## config.mk

```make
export PLATFORM = sky130hd
export DESIGN_NAME = dragon_length_ctrl_flat
export DESIGN_NICKNAME = d
export VERILOG_FILES = /design/src/rtl/dragon_length_ctrl_if.sv /design/src/rtl/dragon_length_ctrl.sv /design/src/flat_wrapper.sv
export SDC_FILE = /design/constraint.sdc
export NUM_CORES = 1
export LEC_CHECK = 0
export BUFFER_PORTS_ARGS = -buffer_cell sky130_fd_sc_hd__buf_2
export CELL_PAD_IN_SITES_DETAIL_PLACEMENT = 1
export CELL_PAD_IN_SITES_GLOBAL_PLACEMENT = 1
export CORE_ASPECT_RATIO = 1.2
export CORE_UTILIZATION = 30
export DETAILED_ROUTE_END_ITERATION = 6
export PLACE_DENSITY = 0.6
export SYNTH_ARGS = -nofsm -noshare
export SYNTH_HDL_FRONTEND = slang
export SYNTH_SLANG_ARGS = --single-unit
```

## constraint.sdc

```tcl
create_clock -name clk -period 2.2 [get_ports clk]
set_input_delay 0.66 -clock clk [delete_from_list [all_inputs] [get_ports clk]]
set_output_delay 0.66 -clock clk [all_outputs]
set_load 0.01 [all_outputs]
```

## src/rtl/dragon_length_ctrl_if.sv

```systemverilog
`default_nettype none
// ============================================================================
// Module      : dragon_length_ctrl_if
// Description : Bundles the frame-sync/request inputs and the body-facing
//               outputs of the dragon length controller.
//               master : collision/video side (drives vsync and requests)
//               slave  : dragon_length_ctrl (drives body-facing outputs)
//   vsync           frame sync level, sampled on clk
//   heal_req        one-clk grow request pulse
//   hit_req         one-clk shrink request pulse
//   lengthUpdate    01 HEAL, 10 HIT, 00 otherwise (single clk)
//   movementCounter frame counter to the body
//   dragon_len      current segment count
//   invuln          high while hits are ignored
//   game_over       sticky, high after a hit at length 0
// Revision    : 1.0 - initial release
// ============================================================================
interface dragon_length_ctrl_if;
   logic       vsync;
   logic       heal_req;
   logic       hit_req;
   logic [1:0] lengthUpdate;
   logic [5:0] movementCounter;
   logic [2:0] dragon_len;
   logic       invuln;
   logic       game_over;

   modport master (
      output vsync, heal_req, hit_req,
      input  lengthUpdate, movementCounter, dragon_len, invuln, game_over
   );

   modport slave (
      input  vsync, heal_req, hit_req,
      output lengthUpdate, movementCounter, dragon_len, invuln, game_over
   );
endinterface
`default_nettype wire

```

## src/rtl/dragon_length_ctrl.sv

```systemverilog
`default_nettype none
// ============================================================================
// Module      : dragon_length_ctrl
// Description : Frame-rate controller for the dragon body. Collects heal/hit
//               request pulses, arbitrates them (hit first) and issues at most
//               one single-clk lengthUpdate pulse per frame. Also generates
//               movementCounter, tracks the segment count, applies post-hit
//               invulnerability and flags game over.
// Ports       : clk    - system clock
//               reset  - synchronous, active-low
//               bus    - dragon_length_ctrl_if.slave (vsync, heal_req,
//                        hit_req in; lengthUpdate, movementCounter,
//                        dragon_len, invuln, game_over out)
// Config      : DRAGON_LEN_CTRL_INVULN_EN - when defined, an applied hit
//               makes further hits ignored for INVULN_FRAMES frames; when
//               undefined invuln is tied 0 and every hit_req is latched.
// Revision    : 1.0 - initial release
// ============================================================================
module dragon_length_ctrl #(
   parameter int MOVE_PERIOD   = 20,
   parameter int INVULN_FRAMES = 60,
   parameter int MAX_LEN       = 7
) (
   input  wire logic           clk,
   input  wire logic           reset,
   dragon_length_ctrl_if.slave bus
);

   localparam logic [1:0] UPD_NONE = 2'b00;
   localparam logic [1:0] UPD_HEAL = 2'b01;
   localparam logic [1:0] UPD_HIT  = 2'b10;
   localparam logic [2:0] LEN_MAX  = 3'(MAX_LEN);
   localparam logic [5:0] MC_LAST  = 6'(MOVE_PERIOD - 1);

   typedef enum logic [1:0] {
      S_IDLE  = 2'd0,
      S_ISSUE = 2'd1,
      S_OVER  = 2'd2
   } state_t;

   state_t     state_q, state_d;
   logic       vsync_q, vsync_qq;
   logic       frame_tick;
   logic [1:0] heal_pend_q, heal_pend_d;
   logic       hit_pend_q, hit_pend_d;
   logic [1:0] upd_q, upd_d;
   logic [5:0] mc_q, mc_d;
   logic [2:0] len_q, len_d;
   logic       over_q, over_d;
   logic       heal_dec;
   logic       heal_inc;
   logic       invuln_load;
   logic       invuln_w;

   // vsync_q is the sampled level; the tick is formed one stage later so
   // it is high in the cycle after the edge that first sees vsync high.
   assign frame_tick = vsync_q & ~vsync_qq;

   always_comb begin
      state_d     = state_q;
      hit_pend_d  = hit_pend_q;
      heal_pend_d = heal_pend_q;
      upd_d       = UPD_NONE;
      len_d       = len_q;
      over_d      = over_q;
      mc_d        = mc_q;
      heal_dec    = 1'b0;
      heal_inc    = 1'b0;
      invuln_load = 1'b0;

      // The arbitration result is registered on the tick edge, so the
      // pulse, dragon_len and invuln all appear together in S_ISSUE.
      case (state_q)
         S_IDLE: begin
            if (frame_tick && (hit_pend_q || (heal_pend_q != 2'd0))) begin
               state_d = S_ISSUE;
               if (hit_pend_q) begin
                  hit_pend_d = 1'b0;
                  if (len_q != 3'd0) begin
                     upd_d       = UPD_HIT;
                     len_d       = len_q - 3'd1;
                     invuln_load = 1'b1;
                  end else begin
                     over_d = 1'b1;
                  end
               end else begin
                  heal_dec = 1'b1;
                  if (len_q < LEN_MAX) begin
                     upd_d = UPD_HEAL;
                     len_d = len_q + 3'd1;
                  end
               end
            end
         end
         S_ISSUE: state_d = over_q ? S_OVER : S_IDLE;
         default: state_d = S_OVER;
      endcase

      if (state_q != S_OVER) begin
         // A request on the tick edge sets the pend after it was consumed.
         if (bus.hit_req && !invuln_w) begin
            hit_pend_d = 1'b1;
         end
         heal_inc = bus.heal_req && ((heal_pend_q != 2'd3) || heal_dec);
         if (frame_tick) begin
            mc_d = (mc_q == MC_LAST) ? 6'd0 : mc_q + 6'd1;
         end
      end

      case ({heal_inc, heal_dec})
         2'b10:   heal_pend_d = heal_pend_q + 2'd1;
         2'b01:   heal_pend_d = heal_pend_q - 2'd1;
         default: heal_pend_d = heal_pend_q;
      endcase
   end

   always_ff @(posedge clk) begin
      if (!reset) begin
         state_q     <= S_IDLE;
         vsync_q     <= 1'b0;
         vsync_qq    <= 1'b0;
         heal_pend_q <= 2'd0;
         hit_pend_q  <= 1'b0;
         upd_q       <= UPD_NONE;
         mc_q        <= 6'd0;
         len_q       <= 3'd0;
         over_q      <= 1'b0;
      end else begin
         state_q     <= state_d;
         vsync_q     <= bus.vsync;
         vsync_qq    <= vsync_q;
         heal_pend_q <= heal_pend_d;
         hit_pend_q  <= hit_pend_d;
         upd_q       <= upd_d;
         mc_q        <= mc_d;
         len_q       <= len_d;
         over_q      <= over_d;
      end
   end

`ifdef DRAGON_LEN_CTRL_INVULN_EN
   localparam int          INV_W    = $clog2(INVULN_FRAMES + 1);
   localparam logic [INV_W-1:0] INV_LOAD = INV_W'(INVULN_FRAMES);

   logic [INV_W-1:0] inv_cnt_q;

   // A load on the tick edge takes precedence over that tick's decrement.
   always_ff @(posedge clk) begin
      if (!reset) begin
         inv_cnt_q <= '0;
      end else if (invuln_load) begin
         inv_cnt_q <= INV_LOAD;
      end else if (frame_tick && (inv_cnt_q != '0)) begin
         inv_cnt_q <= inv_cnt_q - 1'b1;
      end
   end

   assign invuln_w = (inv_cnt_q != '0);
`else
   assign invuln_w = 1'b0;
   wire unused_invuln = invuln_load ^ (INVULN_FRAMES != 0);
`endif

   assign bus.lengthUpdate    = upd_q;
   assign bus.movementCounter = mc_q;
   assign bus.dragon_len      = len_q;
   assign bus.invuln          = invuln_w;
   assign bus.game_over       = over_q;

endmodule
`default_nettype wire
```

## src/flat_wrapper.sv

```systemverilog
// flat-port wrapper written by rule: the top's interface ports become plain ports
module dragon_length_ctrl_flat 
#(
   parameter int MOVE_PERIOD   = 20,
   parameter int INVULN_FRAMES = 60,
   parameter int MAX_LEN       = 7
)
  (clk, reset, bus_vsync, bus_heal_req, bus_hit_req, bus_lengthUpdate, bus_movementCounter, bus_dragon_len, bus_invuln, bus_game_over);
  dragon_length_ctrl_if bus_i ();
  input  wire logic clk;
  input  wire logic reset;
  input wire logic [$bits(bus_i.vsync)-1:0] bus_vsync;
  input wire logic [$bits(bus_i.heal_req)-1:0] bus_heal_req;
  input wire logic [$bits(bus_i.hit_req)-1:0] bus_hit_req;
  output wire logic [$bits(bus_i.lengthUpdate)-1:0] bus_lengthUpdate;
  output wire logic [$bits(bus_i.movementCounter)-1:0] bus_movementCounter;
  output wire logic [$bits(bus_i.dragon_len)-1:0] bus_dragon_len;
  output wire logic [$bits(bus_i.invuln)-1:0] bus_invuln;
  output wire logic [$bits(bus_i.game_over)-1:0] bus_game_over;
  assign bus_i.vsync = bus_vsync;
  assign bus_i.heal_req = bus_heal_req;
  assign bus_i.hit_req = bus_hit_req;
  assign bus_lengthUpdate = bus_i.lengthUpdate;
  assign bus_movementCounter = bus_i.movementCounter;
  assign bus_dragon_len = bus_i.dragon_len;
  assign bus_invuln = bus_i.invuln;
  assign bus_game_over = bus_i.game_over;
  dragon_length_ctrl #(.MOVE_PERIOD(MOVE_PERIOD), .INVULN_FRAMES(INVULN_FRAMES), .MAX_LEN(MAX_LEN)) u_core (.clk(clk), .reset(reset), .bus(bus_i));
endmodule
```

# --- Word-level counts from Yosys, hierarchy flattened ---
# Index checks and enable logic that the tools add are counted.
totals:
  reg_bits: 19
  input_bits: 5
  output_inout_bits: 13
  elab_cells: 58
op_classes:
  addsub: 5
  magnitude_cmp: 1
  n_eq_ne: 8
  n_mux: 19
  bitwise_logic: 3
  n_reduce_logical: 13
op_table:
  columns: ["op", "count"]
  rows:
  - ["1-bit two-way mux", 9]
  - ["3-bit two-way mux", 3]
  - ["2-bit two-way mux", 4]
  - ["2-bit one-hot mux with 2 select lines", 2]
  - ["4-bit AND reduction", 2]
  - ["6-bit by 1-bit adder with 6-bit output, second input constant", 1]
  - ["6-bit by 5-bit == test with 1-bit output, second input constant", 1]
  - ["6-bit two-way mux", 1]
  - ["2-bit inequality test, second input constant", 3]
  - ["2-bit nonzero test", 3]
  - ["2-bit by 1-bit == test with 1-bit output, second input constant", 2]
  - ["3-bit by 1-bit adder with 3-bit output, second input constant", 1]
  - ["3-bit < comparator, second input constant", 1]
  - ["3-bit AND reduction", 1]
  - ["3-bit nonzero test", 1]
  - ["3-bit by 1-bit subtractor with 3-bit output, second input constant", 1]
  - ["2-bit by 1-bit adder with 2-bit output, second input constant", 1]
  - ["2-bit == test, second input constant", 1]
  - ["1-bit logical AND", 2]
  - ["2-bit zero test", 1]
  - ["1-bit logical OR", 2]
  - ["2-bit by 1-bit inequality test with 1-bit output, second input constant", 1]
  - ["1-bit NOT", 2]
  - ["2-bit AND reduction", 1]
  - ["2 further kinds", 2]

# --- Longest topological paths before layout ---
# Gate-level depths: netlist of run 1.
depth:
  depth_word: 10
  ltp_mapped: 7

# --- Worst setup path before layout of run 1 ---
# OpenSTA, ideal clock, no wires.
synth_path:
  path_type: "flip-flop to flip-flop"
  from: "reg u_core.state_q[1]"
  to: "reg u_core.heal_pend_q[1]"
  arrival_time_ps: 1781
  required_ps: 2124
  setup_slack_ps: 344
  stages_incl_launch_ff: 7
  n_path_buf: 0
  cell_sequence: "dfxtp_1 nor4b_4 and3_1 o211ai_1 ha_1 or3_1 a21boi_0"
synth_via:
  elab_chain_len: 7
  elab_cells_between_ends: 10
  classes_between: "3 x eq/ne; 3 x mux; 4 x reduce/logical"
synth_rtl:
  columns: ["item", "line", "source"]
  rows:
  - ["start: declaration", "dragon_length_ctrl.sv:41", "state_t state_q, state_d;"]
  - ["start signal: assignment", "dragon_length_ctrl.sv:129", "state_q <= state_d;"]
  - ["2-bit zero test", "dragon_length_ctrl.sv:73", "case (state_q)"]
  - ["1-bit two-way mux", "dragon_length_ctrl.sv:73", null]
  - ["1-bit logical OR", "dragon_length_ctrl.sv:104", "heal_inc = bus.heal_req && ((heal_pend_q != 2'd3) || heal_dec);"]
  - ["1-bit logical AND", "dragon_length_ctrl.sv:104", null]
  - ["1-bit two-way mux", "dragon_length_ctrl.sv:99", "if (state_q != S_OVER) begin"]
  - ["2-bit by 1-bit == test with 1-bit output / 2-bit == test (equally long branches)", "dragon_length_ctrl.sv:110", "case ({heal_inc, heal_dec})"]
  - ["2-bit one-hot mux with 2 select lines / 2-bit nonzero test (equally long branches)", null, null]
  - ["end signal: assignment", "dragon_length_ctrl.sv:132", "heal_pend_q <= heal_pend_d;"]
  - ["end: declaration", "dragon_length_ctrl.sv:44", "logic [1:0] heal_pend_q, heal_pend_d;"]
# Several ways; a longest one is shown, not always the timed one.
# A chain may end at the register's enable or synchronous reset.

# --- Final worst setup path of run 1 ---
layout_path:
  from: "reg u_core.heal_pend_q[0]"
  to: "reg u_core.heal_pend_q[1]"
layout_via:
  elab_chain_len: 10
  elab_cells_between_ends: 15
  classes_between: "2 x add/sub; 3 x eq/ne; 4 x mux; 6 x reduce/logical"
layout_rtl:
  columns: ["item", "line", "source"]
  rows:
  - ["2-bit nonzero test", "dragon_length_ctrl.sv:75", "if (frame_tick && (hit_pend_q || (heal_pend_q != 2'd0))) begin"]
  - ["1-bit logical OR", "dragon_length_ctrl.sv:75", null]
  - ["1-bit logical AND", "dragon_length_ctrl.sv:75", null]
  - ["1-bit two-way mux", "dragon_length_ctrl.sv:75", null]
  - ["1-bit two-way mux", "dragon_length_ctrl.sv:73", null]
  - ["1-bit logical OR", "dragon_length_ctrl.sv:104", null]
  - ["1-bit logical AND", "dragon_length_ctrl.sv:104", null]
  - ["1-bit two-way mux", "dragon_length_ctrl.sv:99", null]
  - ["2-bit by 1-bit == test with 1-bit output / 2-bit == test (equally long branches)", "dragon_length_ctrl.sv:110", null]
  - ["2-bit one-hot mux with 2 select lines / 2-bit nonzero test (equally long branches)", null, null]
# Several ways; a longest one is shown, not always the timed one.

==> results.md, run 1 <==
* Initial antenna violation count at 0
* Buffers on Ports at 16
* Top cells by instance count after synthesis: sky130_fd_sc_hd__dfxtp_1 (19), sky130_fd_sc_hd__nor2_1 (7), sky130_fd_sc_hd__nand2_1 (5), sky130_fd_sc_hd__xnor2_1 (5)
* Initial standard-cell utilization of the core at 0.317
* Adder and majority gate portion of the synthesized area at 0.0506
* Area of the mapped netlist at about 900 um2
* Cells on Worst Hold Path at 1
* Routed via count at about 730
* First-pass GRT wire length at between 3000 and 4000 um
* Peak fanout along the critical path at 4
* Floorplan Core Area at approximately 2800 um2
* Most repeated cell in the gate-level netlist after synthesis: sky130_fd_sc_hd__dfxtp_1
* Maximum clock rate at 480 MHz
* Post-synthesis simple-gate area fraction at 0.285
* Type of the worst setup path: register to register
* Min-delay src: u_core.vsync_q
* Run status: completed
* Fraction of power spent switching nets at 0.280
* Met3 track demand over resource in global routing at 0.0219
* Min-Delay Endpoint: u_core.vsync_qq
* GP Congestion at between 0.6 and 0.7
* Register share of total power at 0.568
* Vias per std cell at around 4.9
* Min Clock Period, post-route at between 2000 and 2500 ps
* Leakage power total at 0.434 nW
* HPWL after DPL at between 1500 and 2000 um
* Skew-Pair Late Insertion Delay at 290 ps
* Primary flip-flop cell chosen by synthesis mapping: sky130_fd_sc_hd__dfxtp_1
* CTS sink count at 19
* Crit path arrival time at 2320 ps
* Deepest clock path buffer count at 2
* R2r setup slk at 120 ps
* Destination of the worst register-to-register timing path: u_core.heal_pend_q[1]
* Chip height at between 60 and 70 um
* Cells on worst reg2reg path at 6
* Synth cell types at 36
* Worst reg2reg startpoint: u_core.heal_pend_q[0]
* TritonCTS Buffers at 3
* Power density over the cells at between 600 and 700 nW/um2
* Top-level I/O count at 18
* Final hold vios at 0
* Peak-usage layer in the global routing report: met2
* DRC viols at 0
* Hold buffer count at CTS at 0
* Share of post-route cells with drive strength above 1 at 0.226
* Final nets at about 120
* Synthesized instance count at 95
* Dominant cell type by area after synthesis: sky130_fd_sc_hd__dfxtp_1
* Clock network fraction of design power at 0.271
* Kind of end point of the critical path: register
* Final cell count without fillers at roughly 150
* Placed cells at 143
* GR Layer Usage met2 at 0.256
* Clock transition at path regs at 120 ps
* CTS Root Buffer Type: sky130_fd_sc_hd__clkbuf_4
* Area fraction in compound gates after synthesis at 0.114
* Kind of path behind the tightest hold check: register to register
* Routed len/inst at roughly 13 um
* Data required, critical path at around 2400 ps
* Area grow syn2layout at 17.1%
* Period Utilization, post-route at 0.947
* Reported net switching power at 0.000188 W
* Number of diodes at 0
* Chip width at 51.7 um
* Warnings, synthesis at 0
* CTS H-tree depth at 1
* Xor-xnor portion of the synthesized cell area at 0.0787
* Average instance area after synthesis at around 9.4 um2
* Aggregate global routing overflow at 0
* Final Max Tran Viols at 0
* Row Count at 21
* Pin count of the biggest net entering global routing at 15
* Ranking of synthesized cells by area: sky130_fd_sc_hd__dfxtp_1 (43%), sky130_fd_sc_hd__xnor2_1 (4.9%), sky130_fd_sc_hd__o21a_1 (3.4%)
* DR iter-0 viols at 5
* Count of state elements after synthesis at 19
* Total power of the final layout at between 0.0006 and 0.0007 W
* Gr usage total at 0.139
* Element type at the critical path start: register
* Count of flip-flops with a built-in enable after synthesis at 0
* Worst Clk Skew at around 5.0 ps
* GR met1 Demand/Resource at 0.160
* Int Power at between 0.0004 and 0.0005 W
* Area share of the largest cell type after synthesis at 0.427
* ANT nets after route at 0
* Sequential-to-total area share from yosys stat at 0.427
* Post-synth ARST share at 0
* Die Outline Area at about 3200 um2
* Critical Path Source: u_core.heal_pend_q[0]
* First-pass DRT Iterations at 2
* Max IR drop VDD at around 0.23 mV
* Main combinational cell family by area after synthesis: simple AND/OR/NAND/NOR gates
* Multiplexer fraction of the synthesized cell area at 0.0112
* Setup violations, final at 0
* Via count of the first global-routing pass at ~690
* Max-cap check violation count at 0
* TritonCTS clock tree: yes
* Combinational share of power at 0.161
* Number of nets produced by synthesis at slightly above 100
* Final wirelength at about 2000 um
## what timing repair did
item | CTS | global route
setup buffers | 0 | 2
gates resized for setup | 0 | 1
endpoints found under the setup margin | 0 | 1
## flip-flops by register name (all words and copies together) (netlist names)
signal and cells:
u_core.bus.movementCounter 6, u_core.bus.dragon_len 3, u_core.bus.lengthUpdate 2, u_core.heal_pend_q 2, u_core.state_q 2, u_core.bus.game_over 1, u_core.hit_pend_q 1, u_core.vsync_q 1
u_core.vsync_qq 1
## layout make-up
| cell class | instances | area (um2) |
|---|---|---|
| Clock buffer | 4 | 26.3 |
| Fill cell | 344 | 1770 |
| Inverter | 4 | 15.0 |
| Multi-Input combinational cell | 70 | 484 |
| Sequential cell | 19 | 380 |
| Tap cell | 34 | 42.5 |
| Timing Repair Buffer | 18 | 95.1 |
## placed cells by master, fill, tap and decap left out, types with 2 or more instances in the layout
| cell | n |
|---|---|
| sky130_fd_sc_hd__or3_1 | 2 |
| sky130_fd_sc_hd__buf_2 | 16 |
| sky130_fd_sc_hd__dfxtp_1 | 19 |
| sky130_fd_sc_hd__nand3_1 | 4 |
| sky130_fd_sc_hd__nor4_1 | 2 |
| sky130_fd_sc_hd__and2_1 | 4 |
| sky130_fd_sc_hd__nand2_1 | 5 |
| sky130_fd_sc_hd__o211ai_1 | 2 |
| sky130_fd_sc_hd__nor2_1 | 7 |
| sky130_fd_sc_hd__buf_4 | 2 |
| sky130_fd_sc_hd__a21oi_1 | 2 |
| sky130_fd_sc_hd__and3_1 | 2 |
| sky130_fd_sc_hd__o21ai_0 | 2 |
| sky130_fd_sc_hd__inv_1 | 4 |
| sky130_fd_sc_hd__nor3_1 | 3 |
| sky130_fd_sc_hd__o21a_1 | 4 |
| sky130_fd_sc_hd__xnor2_1 | 5 |
| sky130_fd_sc_hd__clkbuf_4 | 3 |
| sky130_fd_sc_hd__xor2_1 | 3 |
| sky130_fd_sc_hd__nor2b_1 | 4 |
| sky130_fd_sc_hd__ha_1 | 2 |
## worst max-delay path, cell delays in order (launching register included)
cell	delay, ps
sky130_fd_sc_hd__dfxtp_1	360
sky130_fd_sc_hd__or2_2	330
sky130_fd_sc_hd__and3_1	220
sky130_fd_sc_hd__o211ai_1	240
sky130_fd_sc_hd__ha_1	310
sky130_fd_sc_hd__or3_1	390
sky130_fd_sc_hd__a21boi_1	160
## power by group through the flow
stage | clock network, W | logic [W] | registers (W)
final | 0.000182 | 0.000108 | 0.000382
after global routing | 0.000207 | 0.000122 | 0.000386
after CTS | 0.000189 | 0.000104 | 0.000382
after detailed placement | 0 | 0.000103 | 0.000390
after global placement | 0 | 0.0000996 | 0.000388
after floorplan | 0 | 0.0000735 | 0.000389
## stage by stage
stage / worst slack (ps) / util / hold WS (ps) / setup TNS (ps) / area [um2]
after global placement: 279 / 0.356 / 489 / 0 / 1000
after CTS: 72.8 / 0.366 / 517 / 0 / 1030
after detailed placement: 104 / 0.356 / 489 / 0 / 1000
after floorplan: 344 / - / 470 / 0 / 891
final: 116 / 0.371 / 516 / 0 / 1040
after global routing: -2.19 / 0.371 / 551 / -2.19 / 1040
## cells by family after synthesis
group	after synthesis
multiplexers	1
other	1
AND/OR/NAND/NOR	42
AO/OA/AOI/OAI	15
XOR/XNOR	8
adder cells (fa/ha/maj)	3
flip-flops	19
buffers and inverters	6
## per-layer routing
layer / up-vias / part of all wire
met5: - / 0
met3: 4 / 0.030
met2: 12 / 0.51
met4: 0 / 0.018
met1: 352 / 0.44
li1: 361 / -
## worst max path at each step
| stage | cells after the start | to | slack [ps] |
|---|---|---|---|
| finish | 6 | u_core.heal_pend_q[1] | 120 |
| CTS | 6 | u_core.heal_pend_q[1] | 70 |
| global route | 6 | u_core.heal_pend_q[1] | -2 |
| global placement | 6 | u_core.heal_pend_q[1] | 280 |
| detailed placement | 6 | u_core.heal_pend_q[1] | 100 |
| floorplan | 6 | u_core.heal_pend_q[1] | 340 |
Note: power is estimated with default switching activity, not from simulation.
==> run 2: changes to the inputs <==
--- a/config.mk
+++ b/config.mk
@@ -5,13 +5,14 @@
 export SDC_FILE = /design/constraint.sdc
 export NUM_CORES = 1
 export LEC_CHECK = 0
+export ABC_AREA = 1
 export BUFFER_PORTS_ARGS = -buffer_cell sky130_fd_sc_hd__buf_2
 export CELL_PAD_IN_SITES_DETAIL_PLACEMENT = 1
 export CELL_PAD_IN_SITES_GLOBAL_PLACEMENT = 1
 export CORE_ASPECT_RATIO = 1.2
 export CORE_UTILIZATION = 30
 export DETAILED_ROUTE_END_ITERATION = 6
-export PLACE_DENSITY = 0.6
+export PLACE_DENSITY = 0.62
 export SYNTH_ARGS = -nofsm -noshare
 export SYNTH_HDL_FRONTEND = slang
 export SYNTH_SLANG_ARGS = --single-unit
==> run 2 against run 1 <==
  * Sequential power about the same
  * Critical path depth decreased by 5
  * Largest power group unchanged
  * Cell area grew 6.1%
  * Clock power hardly changed
  * Non-clock buffer count down 2
  * Synthesized cell count rose by 45%
  * First-iteration DRC count rose by 60%
  * Synthesized area is 8.7% higher
==> results.md, run 2 <==
* Synthesized instance count at 138 (+45%)
* Final hold vios at 0 (unchanged)
* Type of the worst setup path: register to output port
* CTS H-tree depth at 1 (unchanged)
* Data required, critical path at 1540 ps (-890 ps)
* Most frequent standard cell in the layout excluding fill and tap cells: sky130_fd_sc_hd__nand2_1
* Via count of the first global-routing pass at 898 (+31%)
* Synth cell types at 23 (-36%)
* HPWL after DPL at 1720 um (+11%)
* Max-cap check violation count at 0 (unchanged)
* Initial antenna violation count at 0 (unchanged)
* Average instance area after synthesis at 7.02 um2 (-25%)
* Sum of met2 wire segment lengths after detailed routing at 1110 um (+9.7%)
* Routed via count at 885 (+21%)
* TritonCTS clock tree: yes
* Kind of end point of the critical path: output port
* Warnings, synthesis at 0 (unchanged)
* Final wirelength at 2190 um (+9.2%)
* Run status: completed
* CP top delay family: flip-flops
* Top Layer Used: met4
* Crit path arrival time at 960 ps (-1360 ps)
* Row Count at 22 (+4.8%)
* Clock transition at path regs at 120 ps (about the same)
* Buffers on Ports at 16 (unchanged)
* Commonest non-fill, non-tap cells in the layout: sky130_fd_sc_hd__nand2_1 (30), sky130_fd_sc_hd__inv_1 (21), sky130_fd_sc_hd__nor2_1 (19), sky130_fd_sc_hd__dfxtp_1 (19), sky130_fd_sc_hd__buf_2 (16)
* Period Utilization, post-route at 0.737 (-0.211)
* Area share of the largest cell type after synthesis at 0.393 (-0.0342)
* Sequential-to-total area share from yosys stat at 0.393 (-0.0342)
* Area of the mapped netlist at 968 um2 (+8.7%)
* ANT nets after route at 0 (unchanged)
* First-pass DRT Iterations at 4 (+2)
* Top cells by instance count after synthesis: sky130_fd_sc_hd__nand2_1 (30), sky130_fd_sc_hd__inv_1 (21), sky130_fd_sc_hd__dfxtp_1 (19), sky130_fd_sc_hd__nor2_1 (19), sky130_fd_sc_hd__nand3_1 (10)
* First-pass GRT wire length at 3780 um (+19%)
* Element type at the critical path start: register
* Worst path slowest cell: sky130_fd_sc_hd__dfxtp_1
* Most repeated cell in the gate-level netlist after synthesis: sky130_fd_sc_hd__nand2_1
* Utilization of the core after routing at 0.362 (-0.00875)
* Leakage power total at 0.534 nW (+23%)
* Routed met3 length at 56 um (-8.2%)
* Primary flip-flop cell chosen by synthesis mapping: sky130_fd_sc_hd__dfxtp_1
* Count of cells resized by post-cts repair at 0 (unchanged)
* Kind of path behind the tightest hold check: register to register
* Top-level I/O count at 18 (unchanged)
* Chip width at 53.9 um (+4.1%)
* DRC viols at 0 (unchanged)
* Peak fanout along the critical path at 6 (+2)
* Post-synth ARST share at 0 (unchanged)
* Post-CTS setup buffers at 0 (unchanged)
* Deepest clock path buffer count at 2 (unchanged)
* Floorplan Core Area at 3060 um2 (+8.7%)
* Vias per std cell at 4.61 (-5.8%)
* Dominant cell type by area after synthesis: sky130_fd_sc_hd__dfxtp_1
* Largest register FFs at 6 (unchanged)
* Setup violations, final at 0 (unchanged)
* # fillers at 400 (+16%)
* CTS Root Buffer Type: sky130_fd_sc_hd__clkbuf_4
* Unrepaired setup endpoints after global routing: no
* Pin count of the biggest net entering global routing at 11 (-4)
* CTS sink count at 19 (unchanged)
* Skew-Pair Late Insertion Delay at 300 ps (about the same)
* TritonCTS Buffers at 3 (unchanged)
* Routed len/inst at 11.4 um (-15%)
* Power density over the cells at 598 nW/um2 (-7.1%)
* Max IR drop VDD at 0.260 mV (+15%)
* Aggregate global routing overflow at 0 (unchanged)
* Maximum clock rate at 617 MHz (+29%)
* Share of post-route cells with drive strength above 1 at 0.205 (-0.0210)
* Count of flip-flops with a built-in enable after synthesis at 0 (unchanged)
* Final nets at 165 (+33%)
* Hold buffer count at CTS at 0 (unchanged)
* Worst Clk Skew at 11.5 ps (+6.49 ps)
* Placed cells at 188 (+31%)
* Count of state elements after synthesis at 19 (unchanged)
* Min Clock Period, post-route at 1620 ps (-463 ps)
* Initial standard-cell utilization of the core at 0.317 (about the same)
* GP Congestion at 0.712 (+3.9%)
* Area grow syn2layout at 14.3%
* Number of diodes at 0 (unchanged)
* Buffering stage count on the worst path with inverters included at 1 (+1)
* Chip height at 64.2 um (+4.1%)
* Number of nets produced by synthesis at 146 (+42%)
* Metal1 wirelength at 980 um (+9.9%)
* Final cell count without fillers at 192 (+29%)
* DR iter-0 viols at 8 (+3)
* Die Outline Area at 3460 um2 (+8.4%)
* Crit-path max cell delay at 480 ps (+90 ps)
* Total negative slack at 0 ps (unchanged)
* Ranking of synthesized cells by area: sky130_fd_sc_hd__dfxtp_1 (39%), sky130_fd_sc_hd__nand2_1 (12%), sky130_fd_sc_hd__inv_1 (8.1%)
* Cells along the critical path: buf_2
* Gr usage total at 0.152 (+0.0134)
* Final Max Tran Viols at 0 (unchanged)
## run 2: changes by cell type after synthesis, moves of 5 or more
cell / change
sky130_fd_sc_hd__inv_1: +17
sky130_fd_sc_hd__nand3_1: +6
sky130_fd_sc_hd__nor2_1: +12
sky130_fd_sc_hd__a21oi_1: +5
sky130_fd_sc_hd__xnor2_1: -5
sky130_fd_sc_hd__nand2_1: +25
## run 2: metrics by stage
stage	instance area (um2)	total power, W	hold slack (ps)	worst slack (ps)
CTS	1110	0.000680	472	552
global placement	1080	0.000483	440	669
detailed placement	1080	0.000487	455	602
floorplan	968	0.000458	432	720
finish	1110	0.000662	466	579
global route	1110	0.000709	514	393
## run 2: metal layers
metal / global-route usage / vias to the layer above
li1: - / 463
met1: 0.167 / 405
met2: 0.264 / 13
met3: 0.0214 / 4
met4: 0.0888 / 0
met5: 0 / -
## run 2: final timing paths
check | from | to | slack [ps] | depth (start not counted)
min | u_core.vsync_q | u_core.vsync_qq | 470 | 2
max reg2reg | u_core.vsync_q | u_core.heal_pend_q[1] | 600 | 10
max | u_core.bus.movementCounter[0] | bus_movementCounter[0] | 580 | 1
min reg2reg | u_core.vsync_q | u_core.vsync_qq | 470 | 2
## run 2: final cells by class
type	count	area, um2	share of cell area
repair buffers	16	80.1	0.0723
clock buffers	4	26.3	0.0237
multi-input cells	93	485	0.438
well taps	36	45.0	0.0407
flip-flops and latches	19	380	0.344
inverters	24	90.1	0.0814
## run 2: cells by family after synthesis
logic type,count (synthesis),synth area share
and+or+nand+nor,75,0.364
AOI/OAI and AO/OA,12,0.0685
xor gates and xnor gates,2,0.0181
DFF,19,0.393
adders and majority gates,3,0.0465
buffers and inverters,26,0.106
other,1,0.00387
## run 2: where the power goes
part	switching, W	internal, W
clock	0.000114	0.0000707
sequential	0.0000193	0.000360
combinational	0.0000618	0.0000358
